**src/rtl/branch_resolver_pkg.sv**
```systemverilog
// ============================================================================
// Module   : branch_resolver_pkg
// Brief    : Shared flag positions, condition codes and FSM encodings.
// Revision : 1.0 - initial release
// ============================================================================
`default_nettype none

package branch_resolver_pkg;

    // Flag bit positions, identical to the ALU's {O,S,Z,C} word
    localparam int c_FLAG_O = 3;
    localparam int c_FLAG_S = 2;
    localparam int c_FLAG_Z = 1;
    localparam int c_FLAG_C = 0;

    localparam logic [3:0] c_COND_ALWAYS = 4'd0;
    localparam logic [3:0] c_COND_EQ     = 4'd1;
    localparam logic [3:0] c_COND_NE     = 4'd2;
    localparam logic [3:0] c_COND_MI     = 4'd3;
    localparam logic [3:0] c_COND_PL     = 4'd4;
    localparam logic [3:0] c_COND_CS     = 4'd5;
    localparam logic [3:0] c_COND_CC     = 4'd6;
    localparam logic [3:0] c_COND_VS     = 4'd7;
    localparam logic [3:0] c_COND_VC     = 4'd8;
    localparam logic [3:0] c_COND_GT     = 4'd9;
    localparam logic [3:0] c_COND_GE     = 4'd10;
    localparam logic [3:0] c_COND_LT     = 4'd11;
    localparam logic [3:0] c_COND_LE     = 4'd12;
    localparam logic [3:0] c_COND_HI     = 4'd13;
    localparam logic [3:0] c_COND_LS     = 4'd14;
    localparam logic [3:0] c_COND_NEVER  = 4'd15;

    localparam logic [0:0] c_ST_IDLE  = 1'b0;
    localparam logic [0:0] c_ST_FLUSH = 1'b1;

endpackage

`default_nettype wire

```
**src/rtl/branch_resolver_bht.sv**
```systemverilog
// ============================================================================
// Module   : branch_resolver_bht
// Brief    : 2-bit saturating branch history table, async read, sync update.
// Revision : 1.0 - initial release
// ============================================================================
`default_nettype none

module branch_resolver_bht #(
    parameter int BHT_BITS = 4
) (
    input  logic                clk,
    input  logic                rst,
    input  logic [BHT_BITS-1:0] rd_idx,
    output logic [1:0]          rd_ctr,
    input  logic                wr_en,
    input  logic [BHT_BITS-1:0] wr_idx,
    input  logic                wr_taken
);

    localparam int c_ENTRIES = 1 << BHT_BITS;

    logic [1:0] r_ctr [c_ENTRIES];

    // Read sees the pre-update value when a write hits the same entry
    assign rd_ctr = r_ctr[rd_idx];

    always_ff @(posedge clk or posedge rst) begin
        if (rst) begin
            for (int i = 0; i < c_ENTRIES; i++) begin
                r_ctr[i] <= 2'b01;
            end
        end else if (wr_en) begin
            if (wr_taken && (r_ctr[wr_idx] != 2'b11)) begin
                r_ctr[wr_idx] <= r_ctr[wr_idx] + 2'b01;
            end else if (!wr_taken && (r_ctr[wr_idx] != 2'b00)) begin
                r_ctr[wr_idx] <= r_ctr[wr_idx] - 2'b01;
            end
        end
    end

endmodule

`default_nettype wire

```
**src/rtl/branch_resolver.sv**
```systemverilog
// ============================================================================
// Module   : branch_resolver
// Brief    : EX-stage branch resolution, BHT training, redirect and flush.
// Revision : 1.0 - initial release
// ============================================================================
`default_nettype none

module branch_resolver
    import branch_resolver_pkg::*;
#(
    parameter int BHT_BITS     = 4,
    parameter int FLUSH_CYCLES = 2
) (
    input  logic        clk,
    input  logic        rst,
    input  logic [3:0]  flags,
    input  logic        bubble,
    input  logic        stall,
    input  logic        br_valid,
    input  logic [3:0]  br_cond,
    input  logic [15:0] br_pc,
    input  logic [15:0] br_imm,
    input  logic        br_pred_taken,
    input  logic [15:0] fetch_pc,
    output logic        fetch_pred_taken,
    output logic        redirect_valid,
    output logic [15:0] redirect_pc,
    output logic        flush,
    output logic [15:0] mispredict_count
);

    localparam logic [2:0] c_FLUSH_INIT = 3'(FLUSH_CYCLES - 1);

    function automatic logic cond_taken(input logic [3:0] cond, input logic [3:0] f);
        logic o, s, z, c;
        o = f[c_FLAG_O];
        s = f[c_FLAG_S];
        z = f[c_FLAG_Z];
        c = f[c_FLAG_C];
        case (cond)
            c_COND_ALWAYS: cond_taken = 1'b1;
            c_COND_EQ:     cond_taken = z;
            c_COND_NE:     cond_taken = !z;
            c_COND_MI:     cond_taken = s;
            c_COND_PL:     cond_taken = !s;
            c_COND_CS:     cond_taken = c;
            c_COND_CC:     cond_taken = !c;
            c_COND_VS:     cond_taken = o;
            c_COND_VC:     cond_taken = !o;
            c_COND_GT:     cond_taken = !z && (s == o);
            c_COND_GE:     cond_taken = (s == o);
            c_COND_LT:     cond_taken = (s != o);
            c_COND_LE:     cond_taken = z || (s != o);
            c_COND_HI:     cond_taken = c && !z;
            c_COND_LS:     cond_taken = !c || z;
            default:       cond_taken = 1'b0;
        endcase
    endfunction

    logic [0:0]  r_state;
    logic [2:0]  r_flush_cnt;
    logic        r_redirect_valid;
    logic [15:0] r_redirect_pc;
    logic        r_flush;
    logic [15:0] r_mis_cnt;

    logic        w_resolve;
    logic        w_taken;
    logic        w_mispredict;
    logic [15:0] w_target;
    logic [1:0]  w_fetch_ctr;
    logic        w_unused;

    assign w_resolve    = br_valid && !bubble && !stall && (r_state == c_ST_IDLE);
    assign w_taken      = cond_taken(br_cond, flags);
    assign w_mispredict = w_resolve && (w_taken != br_pred_taken);
    assign w_target     = br_pc + 16'd1 + br_imm;
    assign w_unused     = ^fetch_pc;

    branch_resolver_bht #(
        .BHT_BITS (BHT_BITS)
    ) u_bht (
        .clk      (clk),
        .rst      (rst),
        .rd_idx   (fetch_pc[BHT_BITS-1:0]),
        .rd_ctr   (w_fetch_ctr),
        .wr_en    (w_resolve),
        .wr_idx   (br_pc[BHT_BITS-1:0]),
        .wr_taken (w_taken)
    );

    always_ff @(posedge clk or posedge rst) begin
        if (rst) begin
            r_state          <= c_ST_IDLE;
            r_flush_cnt      <= 3'd0;
            r_redirect_valid <= 1'b0;
            r_redirect_pc    <= 16'd0;
            r_flush          <= 1'b0;
            r_mis_cnt        <= 16'd0;
        end else if (!stall) begin
            r_redirect_valid <= w_mispredict;
            if (w_mispredict) begin
                r_redirect_pc <= w_taken ? w_target : (br_pc + 16'd1);
                r_state       <= c_ST_FLUSH;
                r_flush_cnt   <= c_FLUSH_INIT;
                r_flush       <= 1'b1;
                if (r_mis_cnt != 16'hFFFF) begin
                    r_mis_cnt <= r_mis_cnt + 16'd1;
                end
            end else if (r_state == c_ST_FLUSH) begin
                if (r_flush_cnt == 3'd0) begin
                    r_state <= c_ST_IDLE;
                    r_flush <= 1'b0;
                end else begin
                    r_flush_cnt <= r_flush_cnt - 3'd1;
                end
            end
        end
    end

    assign fetch_pred_taken = w_fetch_ctr[1];
    assign redirect_valid   = r_redirect_valid;
    assign redirect_pc      = r_redirect_pc;
    assign flush            = r_flush;
    assign mispredict_count = r_mis_cnt;

endmodule

`default_nettype wire
```
**config.mk**
```make
export PLATFORM = sky130hd
export DESIGN_NAME = branch_resolver
export DESIGN_NICKNAME = d
export VERILOG_FILES = /design/src/rtl/branch_resolver_pkg.sv /design/src/rtl/branch_resolver_bht.sv /design/src/rtl/branch_resolver.sv
export SDC_FILE = /design/constraint.sdc
export NUM_CORES = 1
export LEC_CHECK = 0
export BUFFER_PORTS_ARGS = -buffer_cell sky130_fd_sc_hd__buf_2
export CAP_MARGIN = 25
export CORE_MARGIN = 5
export CORE_UTILIZATION = 59
export CTS_CLUSTER_SIZE = 24
export DETAILED_ROUTE_END_ITERATION = 10
export PLACE_DENSITY = 0.88
export SLEW_MARGIN = 20
export SYNTH_ARGS = -nofsm -noshare
export SYNTH_HDL_FRONTEND = slang
export SYNTH_SLANG_ARGS = --single-unit
```
**constraint.sdc**
```tcl
create_clock -name clk -period 8 [get_ports clk]
set_clock_uncertainty 0.1 [all_clocks]
set_input_delay 1.2 -clock clk [delete_from_list [all_inputs] [get_ports clk]]
set_output_delay 1.2 -clock clk [all_outputs]
set_load 0.005 [all_outputs]
```
==> results by group, run 1 <==
CTS
  – CTS-repair resized insts: 0
  – Clock-pin slew on the worst setup and hold paths: 90 ps
  – Root buffer cell: clkbuf_8
  – Hold Buf Count CTS: 0
  – Clk sinks: 70
  – Postcts setup bufs: 0
  – CTS max path bufs: 2
  – Number of buffers created by CTS: 9
  – CTS tree: built
  – H-Tree Depth: 3
  – Clk_lat worst skew: 350 ps

Synthesis
  – Top FF cell, synth: dfrtp_1
  – Commonest cells in the netlist: 54 x dfrtp_1, 31 x nor2_1, 28 x nand2_1
  – Syn_area_per_cell: 10.4 sq um
  – Post-synth net total: 555
  – Synth cell types: 60
  – Post-Synthesis Cells: 467
  – Warning count from the yosys run: 0
  – Count leader, synth: dfrtp_1
  – Syn Std Cell Area: 4870 sq um
  – FFs w/ async S/R, synth: 1.00
  – Post-synth EDFFs: 0
  – Register area share after synthesis: 0.364
  – Top-area cell type share of the netlist area: 0.277
  – Top cell type by total area after synthesis: dfrtp_1
  – Area contributors post-synth: dfrtp_1 28%, dfstp_2 8.6%, mux4_2 6.5%
  – #FFs+latches synth: 70

Floorplan
  – Core area: 8130 sq um
  – # IOs: 97
  – Starting Density: 0.599
  – Die Footprint: 10200 sq um
  – Die Y: 101 microns
  – FP Rows: 33
  – DIE WIDTH: 101 microns

STA
  – Minimum clock period: 4720 ps
  – Slew @ Worst Pin: 878 ps
  – Achievable Freq: 212 MHz
  – Hold Violations, Final: 0
  – Slew Limit Fails: 0
  – Fin crit share: 0.590
  – RSZ-0062 raised after global routing: no
  – Hold slack: 385 ps
  – TNS Setup: 0 ps
  – Setup violators final: 0
  – Worst slew margin: 0.415

Worst hold path
  – Hold crit path type: reg2reg

Route
  – Final ANT Viol Nets: 0
  – DR iter-0 viols: 183
  – Avg WL per Cell: 17.4 microns
  – Routed WL: 11400 microns
  – Met2 WL: 5710 microns
  – Routed length on met1: 4870 microns
  – Remaining DRCs: 0
  – Via count: 3967
  – Initial DRT Pass Iterations: 4
  – DR vias/cell: 6.07
  – DR WL met3: 482 microns
  – Max layer used: met4

Worst setup path
  – WP buf/inv: 2
  – R2r endpoint: u_bht.r_ctr[19]$_DFFE_PP0P_
  – R2R depth: 10
  – Crit start category: primary input
  – Worst endpoint required time: 8140 ps
  – Crit path cell chain: buf_2, mux4_2, mux2_2, o21ai_2, inv_1, ha_1, o21ai_0, a21oi_1, a311oi_4, and4_1, mux2_2
  – CP top delay family: compound AO/OA/AOI/OAI gates
  – Crit path capture: u_bht.r_ctr[19]$_DFFE_PP0P_
  – Critical path arrival: 4850 ps
  – Worst Path Max Fanout: 18
  – Reg2reg setup slack: 4160 ps
  – Max incr delay on CP: 580 ps
  – Critical path depth: 11
  – Crit end category: flip-flop
  – Critical path origin: br_pc[0]
  – CP max-delay cell: o21ai_2
  – Cell mode on critical path: mux2_2
  – Critical path class: in2reg

Finish
  – Ant diodes: 0
  – Layout overhead on the synthesized area: 14.6%
  – Footprint of the multi-input gates: 2970 sq um
  – Storage cell area: 1770 sq um
  – Layout fillers: 594
  – Share of post-route cells with drive strength above 1: 0.306
  – Nets: 632

Global routing
  – Antenna violations before repair: 0
  – GR Overflow Total: 0
  – Vias in the first global route: 4122
  – Largest net degree at the start of global routing: 71
  – First-pass GRT wire length: 19100 microns
  – GRT Overall Usage: 0.233

Placement
  – PortBufs: 84
  – HPWL after DPL: 8380 microns
  – RD Place Congestion: 0.895

Pwr
  – Leakage: 2.59 nW
  – Pwr Total: 1.21 mW
  – Worst IR Drop VDD: 0.000162 V
  – Cell area power density: 217 nW/um^2

Flow run
  – Max-cap violations: 0

Outcome
  – Status: finished, final reports clean
worst reg2reg max path, delay by kind of cell (launching register included):
kind	cells	cell delay (ps)
AO/OA/AOI/OAI	4	1390
multiplexers	3	1100
flip-flops	1	370
AND/OR/NAND/NOR	1	350
adder cells (fa/ha/maj)	1	310
buffers and inverters	1	110
metal layers:
layer,up-vias,track usage
met4,0,0.0953
met3,32,0.0277
met2,104,0.399
met1,1939,0.298
met5,-,0
li1,1892,-
per-stage QoR:
step                utilization  cells  setup slack, ps  cell area [sq um]
global placement          0.660    638             2870               5370
global route              0.687    654             3100               5590
CTS                       0.685    654             3040               5570
finish                    0.687    654             3280               5590
detailed placement        0.660    638             2660               5370
floorplan                     -    467             3490               4870
power breakdown:
part / internal [mW] / switching [mW]
Combinational: 0.193 / 0.202
Sequential: 0.455 / 0.0594
Clock: 0.149 / 0.152
Total: 0.797 / 0.413
layout make-up:
cell class,instances,share of cell area
clock buffer,9,0.0222
clock inverter,7,0.0143
inverter,16,0.0108
multi-input combinational,359,0.531
sequential,70,0.317
tap,105,0.0235
timing repair buffer,88,0.0806
placed cells by master (no fill, tap or decap), types with 16 or more instances in the layout:
cell / n
buf_2: 84
dfrtp_1: 54
nor2_1: 31
nand2_1: 28
a21oi_1: 27
xnor2_1: 25
ha_1: 25
mux2_2: 19
xor2_1: 17
mux2_1: 17
dfstp_2: 16
worst min path at each step:
stage	start	to	slack, ps	cells past startpoint
3_3_place_gp	flush$_DFFE_PP0P_	flush$_DFFE_PP0P_	360	1
2_1_floorplan	u_bht.r_ctr[11]$_DFFE_PP0P_	u_bht.r_ctr[11]$_DFFE_PP0P_	370	1
3_5_place_dp	redirect_valid$_DFFE_PP0N_	redirect_valid$_DFFE_PP0N_	370	1
5_1_grt	mispredict_count[11]$_DFFE_PP0P_	mispredict_count[11]$_DFFE_PP0P_	400	1
4_1_cts	redirect_valid$_DFFE_PP0N_	redirect_valid$_DFFE_PP0N_	390	1
6_report	redirect_valid$_DFFE_PP0N_	redirect_valid$_DFFE_PP0N_	390	1
cell families (layout without fill, tap and decap cells):
family          count (synthesis)  after routing  synth area share
compound gates                 72             72             0.102
xor+xnor                       43             43            0.0773
fa+ha+maj                      26             26            0.0683
buf+inv                        38            120            0.0339
flops                          70             70             0.364
mux                            61             61             0.171
simple gates                  157            157             0.184
(Power assumes the default switching activity.)
==> run 2: changes to the inputs <==
--- a/config.mk
+++ b/config.mk
@@ -5,13 +5,14 @@
 export SDC_FILE = /design/constraint.sdc
 export NUM_CORES = 1
 export LEC_CHECK = 0
+export ABC_AREA = 1
 export BUFFER_PORTS_ARGS = -buffer_cell sky130_fd_sc_hd__buf_2
 export CAP_MARGIN = 25
 export CORE_MARGIN = 5
-export CORE_UTILIZATION = 59
+export CORE_UTILIZATION = 58
 export CTS_CLUSTER_SIZE = 24
 export DETAILED_ROUTE_END_ITERATION = 10
-export PLACE_DENSITY = 0.88
+export PLACE_DENSITY = 0.85
 export SLEW_MARGIN = 20
 export SYNTH_ARGS = -nofsm -noshare
 export SYNTH_HDL_FRONTEND = slang
==> constraint.sdc (replaced) <==
create_clock -name clk -period 4.46 [get_ports clk]
set_clock_uncertainty 0.1 [all_clocks]
set_input_delay 0.669 -clock clk [delete_from_list [all_inputs] [get_ports clk]]
set_output_delay 0.669 -clock clk [all_outputs]
set_load 0.005 [all_outputs]
==> results by group, run 2 <==
Outcome
  – Status: finished, final reports clean

Synthesis
  – Syn Std Cell Area: 5640 sq um (+16%)
  – Warning count from the yosys run: 0 (unchanged)
  – Register area share after synthesis: 0.314 (-0.0494)
  – Post-synth net total: 947 (+71%)
  – FFs w/ async S/R, synth: 1.00 (unchanged)
  – Post-Synthesis Cells: 859 (+84%)
  – Post-synth EDFFs: 0 (unchanged)
  – Syn_area_per_cell: 6.56 sq um (-37%)
  – Post-Synth Adder-Cell Area: 0.0590 (-0.00928)
  – XOR/XNOR share of the synthesized area: 0.0544 (-0.0229)
  – Top cell type by total area after synthesis: dfrtp_1
  – Count leader, synth: nand2_1
  – #FFs+latches synth: 70 (unchanged)
  – Simple-gate share of the synthesized area: 0.412 (+0.227)
  – Post-synthesis mux area share: 0.00710 (-0.163)
  – Top-area cell type share of the netlist area: 0.240 (-0.0377)
  – Top FF cell, synth: dfrtp_1
  – Synth cell types: 40 (-33%)
  – Synth Area in Compound Gates: 0.0688 (-0.0332)
  – Commonest cells in the netlist: 318 x nand2_1, 83 x nand3_1, 82 x inv_1
  – Main combinational cell family by area after synthesis: simple AND/OR/NAND/NOR gates
  – Area contributors post-synth: dfrtp_1 24%, nand2_1 21%, dfstp_2 7.5%

CTS
  – Clk_lat worst skew: 360 ps (about the same)
  – CTS max path bufs: 2 (unchanged)
  – Hold Buf Count CTS: 0 (unchanged)
  – Postcts setup bufs: 0 (unchanged)
  – Clock-pin slew on the worst setup and hold paths: 90 ps (about the same)
  – CTS-repair resized insts: 0 (unchanged)
  – Number of buffers created by CTS: 9 (unchanged)
  – H-Tree Depth: 3 (unchanged)
  – CTS tree: built
  – Clk sinks: 70 (unchanged)
  – Root buffer cell: clkbuf_8

Finish
  – Ant diodes: 0 (unchanged)
  – Most common cell after layout, fill and taps aside: nand2_1
  – Fin util: 0.661 (-0.0261)
  – Nets: 1022 (+62%)
  – Share of post-route cells with drive strength above 1: 0.164 (-0.142)
  – Layout overhead on the synthesized area: 12.9%
  – Layout fillers: 945 (+59%)
  – Most frequent cells in the layout: 318 x nand2_1, 84 x buf_2, 83 x nand3_1

Pwr
  – Leakage: 3.33 nW (+29%)
  – Cell area power density: 344 nW/um^2 (+59%)
  – Sequential share of power: 0.406 (-0.019)
  – Psw: 0.805 mW (+95%)
  – Clock power frac: 0.274 (+0.025)
  – Pwr Total: 2.19 mW (+81%)
  – Worst IR Drop VDD: 0.000166 V (+2.8%)
  – Switching Fraction: 0.367 (+0.0260)
  – Logic gate share of total power: 0.320 (-0.006)
  – Int Pwr: 1.39 mW (+74%)

STA
  – Hold slack: 132 ps (-253 ps)
  – Setup violators final: 0 (unchanged)
  – Achievable Freq: 298 MHz
  – TNS Setup: 0 ps (unchanged)
  – Worst slew margin: 0.491 (+0.0770)
  – RSZ-0062 raised after global routing: no
  – Slew Limit Fails: 0 (unchanged)
  – Minimum clock period: 3360 ps
  – Slew @ Worst Pin: 761 ps (-118 ps)
  – Fin crit share: 0.753
  – Hold Violations, Final: 0 (unchanged)

Global routing
  – Busiest grt layer: met2
  – Met2 Track Usage GR: 0.405 (+0.00518)
  – Met1 usage: 0.332 (+0.0345)
  – GRT Overall Usage: 0.251 (+0.0188)
  – M3 GR Usage: 0.0490 (+0.0213)
  – GR Overflow Total: 0 (unchanged)
  – Antenna violations before repair: 0 (unchanged)
  – Largest net degree at the start of global routing: 46 (-35%)
  – First-pass GRT wire length: 23700 microns (+24%)
  – Vias in the first global route: 5164 (+25%)

Worst setup path
  – Critical path arrival: 3510 ps (-1340 ps)
  – Worst endpoint required time: 4610 ps (-3530 ps)
  – Max incr delay on CP: 340 ps (-240 ps)
  – R2r endpoint: u_bht.r_ctr[23]$_DFFE_PP0P_
  – Reg-to-Reg Start: u_bht.r_ctr[5]$_DFFE_PP0P_
  – Critical path depth: 18 (+7)
  – CP max-delay cell: buf_2
  – Cell mode on critical path: nand2_1
  – CP top delay family: simple AND/OR/NAND/NOR gates
  – Crit path cell chain: buf_2, ha_1, inv_1, nor2_2, nand3b_1, nor2_1, xor2_1, ha_1, inv_1, nor3_1, and2_1, nand2_1, nand2_1, nand2_1, nand3_1, nand2_1, nand3_1, nand2_1
  – Reg2reg setup slack: 1910 ps (-2250 ps)
  – WP buf/inv: 3 (+1)
  – R2R depth: 14 (+4)
  – Worst Path Max Fanout: 24 (+6)
  – Critical path class: in2reg
  – Crit start category: primary input
  – Crit end category: flip-flop

Placement
  – RD Place Congestion: 0.919 (+2.7%)
  – HPWL after DPL: 10500 microns (+25%)
  – PortBufs: 84 (unchanged)

Floorplan
  – Core area: 9640 sq um (+19%)
  – Die Footprint: 11800 sq um (+16%)
  – DIE WIDTH: 109 microns (+7.6%)
  – FP Rows: 36 (+9.1%)
  – Starting Density: 0.585 (-0.0141)
  – # IOs: 97 (unchanged)
  – Die Y: 109 microns (+7.6%)

Route
  – DR vias/cell: 5.29 (-13%)
  – Initial DRT Pass Iterations: 5 (+1)
  – Routed WL: 14000 microns (+23%)
  – DR iter-0 viols: 297 (+62%)
  – Avg WL per Cell: 13.1 microns (-25%)
  – Remaining DRCs: 0 (unchanged)
  – Via count: 5671 (+43%)
  – Final ANT Viol Nets: 0 (unchanged)

Worst hold path
  – Hold crit path type: in2async

Flow run
  – Max-cap violations: 0 (unchanged)
-- run 2: cell types whose count changed after synthesis, moves of 15 or more --
cell / delta
and4_1: -15
inv_1: +66
mux2_1: -17
mux2_2: -19
nand2_1: +290
nand3_1: +68
nor2_1: +46
o21ai_0: +27
-- run 2: worst max-delay path by stage --
| stage | slack [ps] | to | startpoint |
|---|---|---|---|
| final | 1100 | redirect_pc[15]$_DFFE_PP0P_ | br_pc[0] |
| after CTS | 1130 | redirect_pc[15]$_DFFE_PP0P_ | br_pc[0] |
| after detailed placement | 760 | redirect_pc[15]$_DFFE_PP0P_ | br_pc[0] |
| after global routing | 820 | redirect_pc[12]$_DFFE_PP0P_ | br_pc[0] |
| after global placement | 840 | redirect_pc[15]$_DFFE_PP0P_ | br_pc[0] |
| after floorplan | 1640 | redirect_pc[15]$_DFFE_PP0P_ | br_pc[3] |
-- run 2: cell type report --
class	instances	area [sq um]	share of cell area
Inverter	86	323	0.0507
Clock inverter	7	103	0.0161
Timing Repair Buffer	91	485	0.0762
Clock buffer	9	124	0.0195
Multi-Input combinational cell	676	3390	0.533
Sequential cell	70	1770	0.278
Tap cell	133	166	0.0261
-- run 2: cell families (layout without fill, tap and decap cells) --
| group | count (synthesis) | after routing |
|---|---|---|
| muxes | 4 | 4 |
| buffers and inverters | 113 | 193 |
| AOI/OAI and AO/OA | 72 | 72 |
| xor gates and xnor gates | 35 | 35 |
| adders and majority gates | 26 | 26 |
| DFF | 70 | 70 |
| and+or+nand+nor | 539 | 539 |
-- run 2: through the flow --
step / cell area (sq um) / setup slack, ps / cells
finish: 6370 / 1100 / 1072
global placement: 6120 / 845 / 1055
global route: 6370 / 819 / 1072
floorplan: 5640 / 1640 / 859
detailed placement: 6120 / 758 / 1055
CTS: 6350 / 1130 / 1071
-- run 2: worst register-to-register path: stages, from the launching register on --
cell,delay [ps]
dfrtp_1,380
inv_1,100
a21oi_1,70
o21ai_0,80
o21ai_0,100
nand2_1,70
nand4_1,180
ha_1,280
inv_1,200
nand2_2,150
nand2_1,110
buf_4,300
nand3_1,160
nand2_1,100
nand2_1,60
-- run 2: layer usage --
metal | up-vias | part of all wire
met5 | - | 0
met4 | 0 | 0.028
met3 | 34 | 0.064
met2 | 185 | 0.46
met1 | 2557 | 0.45
li1 | 2895 | -
-- run 2: power by group through the flow --
stage	logic, mW	registers, mW	clock network [mW]
final	0.701	0.891	0.600
after CTS	0.700	0.890	0.604
after global routing	0.808	0.911	0.639
after global placement	0.677	0.897	0
after floorplan	0.464	0.894	0
after detailed placement	0.696	0.901	0
==> run 3: changes to the inputs <==
--- a/config.mk
+++ b/config.mk
@@ -9,10 +9,10 @@
 export BUFFER_PORTS_ARGS = -buffer_cell sky130_fd_sc_hd__buf_2
 export CAP_MARGIN = 25
 export CORE_MARGIN = 5
-export CORE_UTILIZATION = 58
+export CORE_UTILIZATION = 52
 export CTS_CLUSTER_SIZE = 24
 export DETAILED_ROUTE_END_ITERATION = 10
-export PLACE_DENSITY = 0.85
+export PLACE_DENSITY = 0.81
 export SLEW_MARGIN = 20
 export SYNTH_ARGS = -nofsm -noshare
 export SYNTH_HDL_FRONTEND = slang
==> constraint.sdc (replaced) <==
create_clock -name clk -period 3 [get_ports clk]
set_clock_uncertainty 0.1 [all_clocks]
set_input_delay 0.45 -clock clk [delete_from_list [all_inputs] [get_ports clk]]
set_output_delay 0.45 -clock clk [all_outputs]
set_load 0.005 [all_outputs]
==> results by group, run 3 (synthesis results as in run 2) <==
Outcome
  – Status: finished, final reports clean

Route
  – Via count: 5662 (-0.16%)
  – Initial DRT Pass Iterations: 5 (unchanged)
  – DR iter-0 viols: 423 (+42%)
  – Routed WL: 14100 microns (+0.41%)
  – Avg WL per Cell: 12.9 microns (-1.7%)
  – Final ANT Viol Nets: 0 (unchanged)
  – DR vias/cell: 5.17 (-2.3%)
  – Remaining DRCs: 0 (unchanged)

Flow run
  – Max-cap violations: 0 (unchanged)

Finish
  – Most frequent cells in the layout: 318 x nand2_1, 84 x buf_2, 83 x nand3_1
  – Ant diodes: 0 (unchanged)
  – Nets: 1038 (+1.6%)
  – Design area: 6530 sq um (+2.5%)
  – Share of post-route cells with drive strength above 1: 0.178 (+0.0140)
  – Layout overhead on the synthesized area: 15.8%
  – Most common cell after layout, fill and taps aside: nand2_1

STA
  – Hold Violations, Final: 0 (unchanged)
  – Slew Limit Fails: 0 (unchanged)
  – Minimum clock period: 2580 ps
  – RSZ-0062 raised after global routing: no
  – Final worst slack: 417 ps (-686 ps)
  – Worst slew margin: 0.521 (+0.0299)
  – Fin crit share: 0.861
  – Setup violators final: 0 (unchanged)
  – Hold slack: 107 ps (-25.2 ps)
  – TNS Setup: 0 ps (unchanged)
  – Achievable Freq: 387 MHz
  – Slew @ Worst Pin: 717 ps (-43.7 ps)

Placement
  – Worst slack at placement: 77.0 ps (-681 ps)
  – HPWL after DPL: 10700 microns (+2.4%)
  – PortBufs: 84 (unchanged)
  – DP Area: 6280 sq um (+2.6%)
  – RD Place Congestion: 0.925 (+0.57%)

Global routing
  – GR Overflow Total: 0 (unchanged)
  – Vias in the first global route: 5108 (-1.1%)
  – GRT Overall Usage: 0.225 (-0.0267)
  – Antenna violations before repair: 0 (unchanged)
  – First-pass GRT wire length: 23900 microns (+0.58%)
  – Largest net degree at the start of global routing: 39 (-15%)

Worst setup path
  – Critical path class: in2reg
  – Reg2reg setup slack: 550 ps (-1360 ps)
  – R2r endpoint: u_bht.r_ctr[25]$_DFFE_PP0P_
  – Critical path arrival: 2770 ps (-740 ps)
  – R2R depth: 13 (-1)
  – Worst Path Max Fanout: 7 (-71%)
  – Worst endpoint required time: 3190 ps (-1420 ps)
  – Crit start category: primary input
  – Crit end category: flip-flop

Pwr
  – Worst IR Drop VDD: 0.000402 V (+140%)
  – Cell area power density: 510 nW/um^2 (+48%)
  – Leakage: 3.42 nW (+2.7%)

Floorplan
  – Starting Density: 0.525 (-0.0602)
  – FP Rows: 38 (+5.6%)
  – DIE WIDTH: 114 microns (+5.1%)
  – # IOs: 97 (unchanged)
  – Core area: 10700 sq um (+11%)
  – Die Footprint: 13000 sq um (+10%)
  – Die Y: 114 microns (+5.1%)

CTS
  – H-Tree Depth: 3 (unchanged)
  – Hold Buf Count CTS: 0 (unchanged)
  – CTS tree: built
  – CTS-repair resized insts: 0 (unchanged)
  – Clk_lat worst skew: 360 ps (about the same)
  – Root buffer cell: clkbuf_8
  – Clk sinks: 70 (unchanged)
  – Postcts setup bufs: 0 (unchanged)
  – CTS max path bufs: 2 (unchanged)
  – Clock-pin slew on the worst setup and hold paths: 80 ps (about the same)
  – Number of buffers created by CTS: 9 (unchanged)

Worst hold path
  – Hold crit path type: in2async
==> run 3: changes by cell type in the layout (fill, tap and decap cells not counted) <==
cell	before	now
buf_4	6	21
inv_6	4	1
buf_12	1	2
bufinv_16	2	3
clkinv_2	0	1
clkinv_4	0	1
==> run 3: where the power goes <==
part / switching [mW] / leakage [nW] / internal, mW
combinational: 0.639 / 2.42 / 0.421
sequential: 0.152 / 0.882 / 1.18
clock: 0.383 / 0.120 / 0.555
==> run 3: critical path, stage by stage <==
cell,delay [ps]
buf_2,150
buf_4,150
inv_1,180
ha_1,340
fa_1,480
nand3_1,110
nand2_1,130
nand3_1,100
nand2_1,100
xnor2_1,140
o21ai_0,290
nand2_1,100
nand2_1,70
==> run 3: how the worst max path moves through the flow <==
stage / startpoint / slack, ps / end
floorplan: br_pc[3] / 400 / redirect_pc[15]$_DFFE_PP0P_
global placement: br_pc[1] / 130 / redirect_pc[15]$_DFFE_PP0P_
detailed placement: br_pc[1] / 80 / redirect_pc[15]$_DFFE_PP0P_
CTS: br_pc[1] / 470 / redirect_pc[15]$_DFFE_PP0P_
global route: br_pc[1] / 150 / redirect_pc[15]$_DFFE_PP0P_
finish: br_pc[1] / 420 / redirect_pc[6]$_DFFE_PP0P_
==> run 3: area by class of cell <==
| class | count | area, sq um |
|---|---|---|
| flip-flops and latches | 70 | 1770 |
| inverters | 86 | 323 |
| clock inverters | 7 | 120 |
| repair buffers | 107 | 618 |
| multi-input cells | 676 | 3390 |
| well taps | 140 | 175 |
| clock buffers | 9 | 124 |
| fillers | 1020 | 4220 |
==> run 3: per-stage QoR <==
step                cells   util  total power, mW
floorplan             859      -             2.02
global placement     1079  0.585             2.37
detailed placement   1079  0.585             2.40
CTS                  1095  0.607             3.35
global route         1095  0.607             3.58
finish               1095  0.607             3.33
==> run 3: layer usage <==
layer  track usage  up-vias  wire length, microns
li1              -     2929                     -
met1         0.314     2553                  6440
met2         0.356      157                  6430
met3        0.0370       23                   911
met4        0.0744        0                   287
met5             0        -                     0
